**src/rtl/serial_arith_pkg.sv**
```systemverilog
// Shared definitions for the bit-serial arithmetic blocks: FSM encodings and
// the default datapath width.
package serial_arith_pkg;

    localparam int DEFAULT_WIDTH = 8;

    typedef enum logic [1:0] {
        IDLE  = 2'd0,
        SHIFT = 2'd1,
        DONE  = 2'd2
    } state_e;

endpackage

```
**src/rtl/full_subtractor.sv**
```systemverilog
// One-bit full subtractor: d = x - y - bi, with the borrow out on bo.
module full_subtractor (
    input  logic x,
    input  logic y,
    input  logic bi,
    output logic d,
    output logic bo
);

    assign d  = x ^ y ^ bi;
    assign bo = (~x & y) | (~(x ^ y) & bi);

endmodule

```
**src/rtl/serial_subtractor.sv**
```systemverilog
// Bit-serial subtractor: computes a - b - bin LSB-first, one bit per clock,
// and presents a registered result with a one-cycle done pulse.
module serial_subtractor
    import serial_arith_pkg::*;
#(
    parameter int WIDTH = DEFAULT_WIDTH
) (
    input  logic             clk,
    input  logic             rst,
    input  logic             start,
    input  logic [WIDTH-1:0] a,
    input  logic [WIDTH-1:0] b,
    input  logic             bin,
    output logic             busy,
    output logic             done,
    output logic [WIDTH-1:0] diff,
    output logic             bout
);

    localparam int            CW   = $clog2(WIDTH + 1);
    localparam logic [CW-1:0] LAST = CW'(WIDTH - 1);

    state_e           state_q, state_d;
    logic [CW-1:0]    cnt_q, cnt_d;
    logic [WIDTH-1:0] a_q, a_d;
    logic [WIDTH-1:0] b_q, b_d;
    logic             br_q, br_d;
    logic [WIDTH-1:0] part_q, part_d;
    logic [WIDTH-1:0] diff_q, diff_d;
    logic             bout_q, bout_d;
    logic             d_bit, bo_bit;

    full_subtractor u_fs (
        .x  (a_q[0]),
        .y  (b_q[0]),
        .bi (br_q),
        .d  (d_bit),
        .bo (bo_bit)
    );

    always_comb begin
        state_d = state_q;
        cnt_d   = cnt_q;
        a_d     = a_q;
        b_d     = b_q;
        br_d    = br_q;
        part_d  = part_q;
        diff_d  = diff_q;
        bout_d  = bout_q;
        case (state_q)
            IDLE: begin
                if (start) begin
                    state_d = SHIFT;
                    a_d     = a;
                    b_d     = b;
                    br_d    = bin;
                    cnt_d   = '0;
                    part_d  = '0;
                end
            end
            SHIFT: begin
                // Result bits enter at the MSB so the LSB lands in bit 0 after WIDTH steps.
                part_d = {d_bit, part_q[WIDTH-1:1]};
                a_d    = a_q >> 1;
                b_d    = b_q >> 1;
                br_d   = bo_bit;
                cnt_d  = cnt_q + CW'(1);
                if (cnt_q == LAST) begin
                    state_d = DONE;
                    diff_d  = part_d;
                    bout_d  = bo_bit;
                end
            end
            DONE:    state_d = IDLE;
            default: state_d = IDLE;
        endcase
    end

    always_ff @(posedge clk) begin
        if (rst) begin
            state_q <= IDLE;
            cnt_q   <= '0;
            a_q     <= '0;
            b_q     <= '0;
            br_q    <= 1'b0;
            part_q  <= '0;
            diff_q  <= '0;
            bout_q  <= 1'b0;
        end else begin
            state_q <= state_d;
            cnt_q   <= cnt_d;
            a_q     <= a_d;
            b_q     <= b_d;
            br_q    <= br_d;
            part_q  <= part_d;
            diff_q  <= diff_d;
            bout_q  <= bout_d;
        end
    end

    assign busy = (state_q == SHIFT) || (state_q == DONE);
    assign done = (state_q == DONE);
    assign diff = diff_q;
    assign bout = bout_q;

endmodule

```
**config.mk**
```make
export PLATFORM = sky130hd
export DESIGN_NAME = serial_subtractor
export DESIGN_NICKNAME = d
export VERILOG_FILES = /design/src/rtl/serial_arith_pkg.sv /design/src/rtl/full_subtractor.sv /design/src/rtl/serial_subtractor.sv
export SDC_FILE = /design/constraint.sdc
export NUM_CORES = 1
export LEC_CHECK = 0
export CELL_PAD_IN_SITES_DETAIL_PLACEMENT = 0
export CELL_PAD_IN_SITES_GLOBAL_PLACEMENT = 2
export CORE_UTILIZATION = 34
export DETAILED_ROUTE_END_ITERATION = 10
export GPL_ROUTABILITY_DRIVEN = 0
export PLACE_DENSITY_LB_ADDON = 0.15
export SYNTH_ARGS = -nofsm -noshare
export SYNTH_HDL_FRONTEND = slang
export SYNTH_HIERARCHICAL = 1
export SYNTH_SLANG_ARGS = --single-unit
```
**constraint.sdc**
```tcl
create_clock -name clk -period 2.6 [get_ports clk]
set_input_delay 0.39 -clock clk [delete_from_list [all_inputs] [get_ports clk]]
set_output_delay 0.39 -clock clk [all_outputs]
set_load 0.05 [all_outputs]
```
# == After elaboration in Yosys (flattened, before gate mapping) ==
# Index checks and enable logic that the tools add are counted.
# word_totals
inputBits,20
register_bits,40
# classes
n_eq_ne,5
n_mux,13
bitwise_logic,7
n_addsub,1
n_reduce_logical,6
# op_table
cell,n
8-bit one-hot mux with 2 select lines,3
8-bit 2-to-1 mux,3
4-bit one-hot mux with 2 select lines,1
2-bit AND reduction,3
"4-bit by 1-bit adder with 4-bit output, second input constant",1
"4-bit by 3-bit equality test with 1-bit output, second input constant",1
2-bit 2-to-1 mux,2
4-bit 2-to-1 mux,1
"2-bit != test, second input constant",2
2-bit one-hot mux with 2 select lines,1
1-bit AND,2
"2-bit by 1-bit equality test with 1-bit output, second input constant",1
"2-bit equality test, second input constant",1
2-bit logical NOT,1
1-bit inverter,2
1-bit one-hot mux with 2 select lines,1
2-bit nonzero test,1
1-bit bitwise XOR,2
1-bit logical OR,1
1-bit 2-to-1 mux,1
1-bit OR,1

# == Logic depth before layout (Yosys ltp) ==
# Gate-level depths: netlist of run 1.
# logic_depth
ltp_word,5
ltp_mapped,7
ltp_nobuf,5

# == By module ==
# Netlist of run 1, hierarchy kept.
# by_module_without_submodules
mod,area_per_inst_um2,cells_each,seq_area_each_um2,instances
serial_subtractor,1732.9,178,780.7,1
full_subtractor,31.3,4,0.0,1

# == Worst setup path before layout of run 1 ==
# No wires, ideal clock.
# synth_timing
path_type,register -> register
start,register state_q[0]
end,register a_q[2]
required_ns,2.455
path_slack_ns,1.139
path_stages_with_launch,7
arrival_time_ns,1.316
cell_sequence,dfxtp_1 inv_1 ha_1 mux2_4 buf_4 nor2_1 a211oi_2
# synth_between
elab_chain_len,3
word_cells_on_any_way,6
classes_between,2 x eq/ne; 1 x mux; 3 x reduce/logical
# synth_lines
item,line_no,rtl
"start, declared",serial_subtractor.sv:23,"state_e state_q, state_d;"
"start signal, assigned",serial_subtractor.sv:90,state_q <= state_d;
2-bit by 1-bit equality test with 1-bit output or 2-bit logical NOT (tied branches),serial_subtractor.sv:50,case (state_q)
2-bit nonzero test (no source line) or 2-bit != test (tied branches),n/a,
2-bit AND reduction (no source line),n/a,
"end signal, assigned",serial_subtractor.sv:83,a_q <= '0;
"end signal, assigned",serial_subtractor.sv:92,a_q <= a_d;
"end, declared",serial_subtractor.sv:25,"logic [WIDTH-1:0] a_q, a_d;"
# Several ways; a longest one is shown, not always the timed one.
# A chain may end at the register's enable or synchronous reset.

# == Worst setup path in the final report of run 1 ==
# layout_timing
start,register state_q[1]
end,output busy
# layout_between
elab_chain_len,2
word_cells_on_any_way,3
classes_between,2 x eq/ne; 1 x reduce/logical
# layout_lines
item,line_no,rtl
2-bit by 1-bit equality test with 1-bit output or 2-bit equality test (tied branches),serial_subtractor.sv:101,assign busy = (state_q == SHIFT) || (state_q == DONE);
1-bit logical OR *,serial_subtractor.sv:101,
"end, declared",serial_subtractor.sv:14,"output logic busy,"
# Every way passes the cells marked *; elsewhere a longest branch is shown, timed or not.

==> out/qor.yml, run 1 <==
dpl.hpwl_microns: 2534
holdBufCountCts: 0
fin_crit_ns: 2.165
setup_ws_ns: 0.4347
postSynthAreaPerCell_sq_um: 9.693
post_cts_buffers: 0
switching_share: 0.2494
grt_use_total: 0.1590
syn_inst: 182
num_vias: 1372
ctsResizeCount: 0
leakagePower_nw: 0.7844
critical_path_class: "flop to output pin"
worstPathRequired_ns: 2.21
ioPinCount: 31
pre_cts_ws_ns: 0.6288
fp.dieH_microns: 74.04
syn_nets: 207
r2r-start: "state_q[1]"
fin_skew_ns: 0.006778
core_sq_um: 4848
drtIter0Drc: 59
setup_tns_ns: 0
critPathMaxFanout: 3
grt_antenna_before_repair: 0
avgViaCountPerCell: 4.935
max_freq_mhz: 461.8
clock_path_buffers: 2
clkPwrFrac: 0.406
start_util: 0.3639
avgRoutedWirePerCell_microns: 13.37
slew_violations: 0
vdd_drop_max_mv: 0.3142
cts_tree: "yes"
min_period_over_period: 0.8328
hold_violations: 0
synth_compound_area_frac: 0.2163
clk_latency_ns: 0.29
yosys.cell_types.count: 32
grt_max_degree: 31
nets: 235
cts_buffers: 5
io_buffers: 30
tightestPinTransition_ns: 0.6382
die_area_sq_um: 5481
timing.rr.end: "b_q[0]"
crit_path_start: "state_q[1]"
crit_path_max_incr_delay_ns: 0.79
dr.pass1.iters: 4
seq_power_share: 0.436
worst-path-buf-inv: 2
p_per_area_nw_per_um2: 662.6
drc: 0
yosys_warnings: 6
synthesis.area_sq_um: 1764
path_clk_slew_ns: 0.08
worstSetupEndpoint: "busy"
r2r_cells: 5
cts_root_buffer: "clkbuf_8"
cts.sinks: 39
grt_pass1_vias: 1415
comb_power_share: 0.158
cts-htree-levels: 2
n_antenna_cell: 0
rsz0062_at_grt: "false"
die_w_microns: 74.04
worstPathArrival_ns: 1.78
ant_nets: 0
synth_xor_area_frac: 0
maxSlewHeadroom: 0.5746
areaGrowthSynthToFinish_pct: 27.45
totalWireLength_microns: 3716
synth_top_family_by_area: "compound AO/OA/AOI/OAI gates"
setup_viol_count_final: 0
core.rowCount: 25
reg2reg_slack_ns: 0.70
cp_slowest_cell: "clkdlybuf4s50_1"
yosys.area_share.simple: 0.1518
min_path_type: "flop to flop"
ys_ff_latch: 39
p_int_w: 0.001118
path_depth: 3
cp-end-kind: "output pin"
grt_first_pass_wirelength_microns: 6561
critPathLaunchType: "flop"
synth.area.mux_share: 0.09929
cp_top_family: "buffers and inverters"
synthAdderAreaFrac: 0.03972
switchingPower_w: 0.0003715
cap_violations: 0
status: "finished clean"
overflow: 0
path_cells: "inv_1 > ha_1 > clkdlybuf4s50_1"
ys_seq_area_frac: 0.4426
drive_above_1_share: 0.1469
-- final cells by class --
cell class                 count  area, sq um
fill                         475         2600
multi-input combinational    124        894.6
sequential                    39        780.7
timing repair buffer          34        330.3
tap                           67        83.83
clock buffer                   5        68.82
clock inverter                 3        67.56
inverter                       6        22.52
-- how the worst min path moves through the flow --
stage / startpoint / slack, ns / cells past startpoint / end
2_1_floorplan: part_q[1] / 0.43 / 2 / diff[0]
3_3_place_gp: diff[6] / 0.44 / 2 / diff[6]
3_5_place_dp: diff[1] / 0.45 / 2 / diff[1]
4_1_cts: diff[1] / 0.46 / 2 / diff[1]
5_1_grt: a_q[7] / 0.48 / 2 / a_q[7]
6_report: diff[1] / 0.46 / 2 / diff[1]
-- tightest hold or removal path, delay by kind of cell (launching register included) --
kind	cells	cell delay (ns)
AO/OA/AOI/OAI	1	0.05
flip-flops	1	0.31
AND/OR/NAND/NOR	1	0.05
-- synth_stat cells --
cell / count / area, sq um
nand2b_1: 1 / 6.260
nor2_1: 23 / 86.33
a32oi_1: 8 / 70.07
mux2i_1: 16 / 160.2
ha_1: 4 / 50.05
buf_1: 3 / 11.26
o21ai_0: 1 / 5.000
o31ai_1: 1 / 7.510
a211oi_1: 2 / 15.01
or4b_1: 1 / 10.01
nand4_1: 1 / 6.260
nor2b_1: 3 / 18.77
a31oi_1: 2 / 12.51
and3b_1: 1 / 8.760
inv_2: 1 / 3.750
and4b_1: 1 / 10.01
nand2b_2: 1 / 8.760
o21ba_2: 1 / 10.01
mux2_4: 1 / 15.01
buf_2: 2 / 10.01
fa_1: 1 / 20.02
clkbuf_1: 4 / 15.01
nand4b_1: 1 / 8.760
nand3_1: 2 / 10.01
a21oi_1: 13 / 65.06
o32ai_1: 1 / 8.760
nand2_1: 21 / 78.83
inv_1: 5 / 18.77
dfxtp_1: 39 / 780.8
buf_4: 4 / 30.03
nand3b_1: 2 / 15.01
a211oi_2: 15 / 187.7
-- sequential cells by signal, summed over array words and instances (netlist names) --
register,cells
a_q,8
part_q,7
bout,1
b_q,8
diff,8
cnt_q,4
br_q,1
state_q,2
-- power groups by stage --
stage,clock [W],sequential [W],combinational [W]
2_1_floorplan,0,0.000658,0.000178
3_3_place_gp,0,0.000662,0.000230
3_5_place_dp,0,0.000663,0.000237
4_1_cts,0.000624,0.000650,0.000238
5_1_grt,0.000649,0.000654,0.000260
6_report,0.000605,0.000649,0.000236
-- kinds of logic after synthesis --
kind of cell,after synthesis
AND/OR/NAND/NOR,58
AO/OA/AOI/OAI,44
flip-flops,39
buffers and inverters,19
multiplexers,17
adder cells (fa/ha/maj),5
-- layer usage --
layer / vias to the layer above / global-route usage / routed length, microns
li1: 705 / - / -
met1: 643 / 0.2022 / 1792
met2: 22 / 0.2596 / 1767
met3: 2 / 0.04607 / 134
met4: 0 / 0.05128 / 22
met5: - / 0 / 0
-- cells in the final DEF, fill, tap and decap left out, drive strengths merged --
master,n
nand2b,2
nand2,21
and3b,1
clkinvlp,1
nor2,23
o21ai,1
and4b,1
o21ba,1
buf,4
nand4,1
nand3b,2
a21oi,13
a32oi,8
clkbuf,5
or4b,1
mux2,1
bufinv,2
clkdlybuf4s50,30
nand3,2
nand4b,1
o32ai,1
a31oi,2
ha,4
dfxtp,39
nor2b,3
fa,1
a211oi,17
o31ai,1
mux2i,16
inv,6
-- stage by stage --
stage | cells | hold slack (ns) | power (W) | util | area (sq um)
final | 278 | 0.4553 | 0.001490 | 0.4637 | 2248
after global routing | 278 | 0.4808 | 0.001564 | 0.4637 | 2248
after CTS | 278 | 0.4599 | 0.001512 | 0.4637 | 2248
after detailed placement | 270 | 0.4478 | 0.0009000 | 0.4356 | 2112
after global placement | 270 | 0.4437 | 0.0008918 | 0.4356 | 2112
after floorplan | 182 | 0.4316 | 0.0008364 | - | 1764
Power figures use the tool's default switching activity.
==> inputs of run 2 (changes only) <==
- CORE_UTILIZATION: 34 -> 29
- clock period: 2.6 -> 1.9 ns (I/O delays scaled with it)
==> out/qor.yml, run 2 (synthesis results as in run 1) <==
cp_top_family: "buffers and inverters"
clock_path_buffers: 2
critPathLaunchType: "flop"
nets: 236
grt_antenna_before_repair: 0
critical_path_class: "flop to output pin"
critPathMaxFanout: 2
grt_use_total: 0.1297
core_sq_um: 5886
worstPathArrival_ns: 1.44
die_w_microns: 80.00
tightestPinTransition_ns: 0.5006
avgRoutedWirePerCell_microns: 12.92
path_clk_slew_ns: 0.07
min_period_over_period: 0.9059
min_path_type: "flop to flop"
drc: 0
clkPwrFrac: 0.303
num-fill-cells: 607
worst-path-buf-inv: 1
ant_nets: 0
cts_buffers: 5
hold_violations: 0
final_common_cell: "dfxtp_1"
dpl.hpwl_microns: 2584
slew_violations: 0
ctsResizeCount: 0
areaGrowthSynthToFinish_pct: 25.74
fin_skew_ns: 0.004203
grt_first_pass_wirelength_microns: 6403
switching_share: 0.2714
grt_max_degree: 42
io_buffers: 30
avgViaCountPerCell: 4.847
vdd_drop_max_mv: 0.2870
post_cts_buffers: 0
grt_pass1_vias: 1394
p_int_w: 0.001270
overflow: 0
fp.dieH_microns: 80.00
max_freq_mhz: 581.0
cts-htree-levels: 2
path_cells: "clkdlybuf4s50_1"
n_antenna_cell: 0
p_per_area_nw_per_um2: 785.7
cts.sinks: 39
setup_tns_ns: 0
drtIter0Drc: 82
ioPinCount: 31
final_cell_mix: "dfxtp_1 (39), clkdlybuf4s50_1 (28), nor2_1 (23)"
cts_tree: "yes"
start_util: 0.2997
clk_latency_ns: 0.28
totalWireLength_microns: 3709
setup_viol_count_final: 0
final_core_util: 0.3769
dr.pass1.iters: 4
comb_power_share: 0.188
crit_path_max_incr_delay_ns: 0.81
cp_slowest_cell: "clkdlybuf4s50_1"
num_vias: 1391
cp-end-kind: "output pin"
leakagePower_nw: 0.7755
cts_root_buffer: "clkbuf_8"
drive_above_1_share: 0.1509
status: "finished clean"
switchingPower_w: 0.0004730
worstPathRequired_ns: 1.62
maxSlewHeadroom: 0.6652
core.rowCount: 28
rsz0062_at_grt: "false"
seq_power_share: 0.509
fin_crit_ns: 1.721
die_area_sq_um: 6399
cap_violations: 0
holdBufCountCts: 0
[run 2: metal layers]
layer | global-route usage | wire (microns)
met3 | 0.03543 | 140
met5 | 0 | 0
met2 | 0.2162 | 1738
met1 | 0.1595 | 1782
met4 | 0.04464 | 48
[run 2: through the flow]
stage	setup slack [ns]	hold slack [ns]	instances	total power (W)	cell area (sq um)
2_1_floorplan	0.4394	0.4316	182	0.001145	1764
3_3_place_gp	0.2414	0.4449	279	0.001229	2137
3_5_place_dp	0.1770	0.4546	279	0.001238	2137
4_1_cts	0.1690	0.4647	287	0.001770	2218
5_1_grt	0.01769	0.4848	287	0.001847	2218
6_report	0.1789	0.4600	287	0.001743	2218
[run 2: worst reg2reg max path: stages (launching register included)]
cell	delay [ns]
dfxtp_1	0.33
inv_1	0.07
ha_1	0.33
buf_4	0.25
nand4b_1	0.35
nand2_1	0.17
a21oi_1	0.08
[run 2: power by group through the flow]
stage / Clock, W / Sequential (W) / Combinational, W
global route: 0.000591 / 0.000894 / 0.000362
CTS: 0.000549 / 0.000888 / 0.000332
detailed placement: 0 / 0.000907 / 0.000331
global placement: 0 / 0.000906 / 0.000323
finish: 0.000528 / 0.000888 / 0.000327
floorplan: 0 / 0.000901 / 0.000244
[run 2: final timing paths]
kind	from	end	slack (ns)	cells past startpoint
worst max-delay path	diff[5]	diff[5]	0.18	1
worst min-delay path	diff[2]	diff[2]	0.46	2
worst min register to register	diff[2]	diff[2]	0.46	2
worst max register to register	state_q[1]	diff[5]	0.21	6
[run 2: layout make-up]
class,instances,area (sq um),area share
multi-input cells,124,894.6,0.4033
flip-flops and latches,39,780.7,0.3519
repair buffers,35,345.3,0.1557
well taps,75,93.84,0.04230
clock buffers,7,76.32,0.03440
inverters,6,22.52,0.01015
clock inverters,1,5.005,0.002256
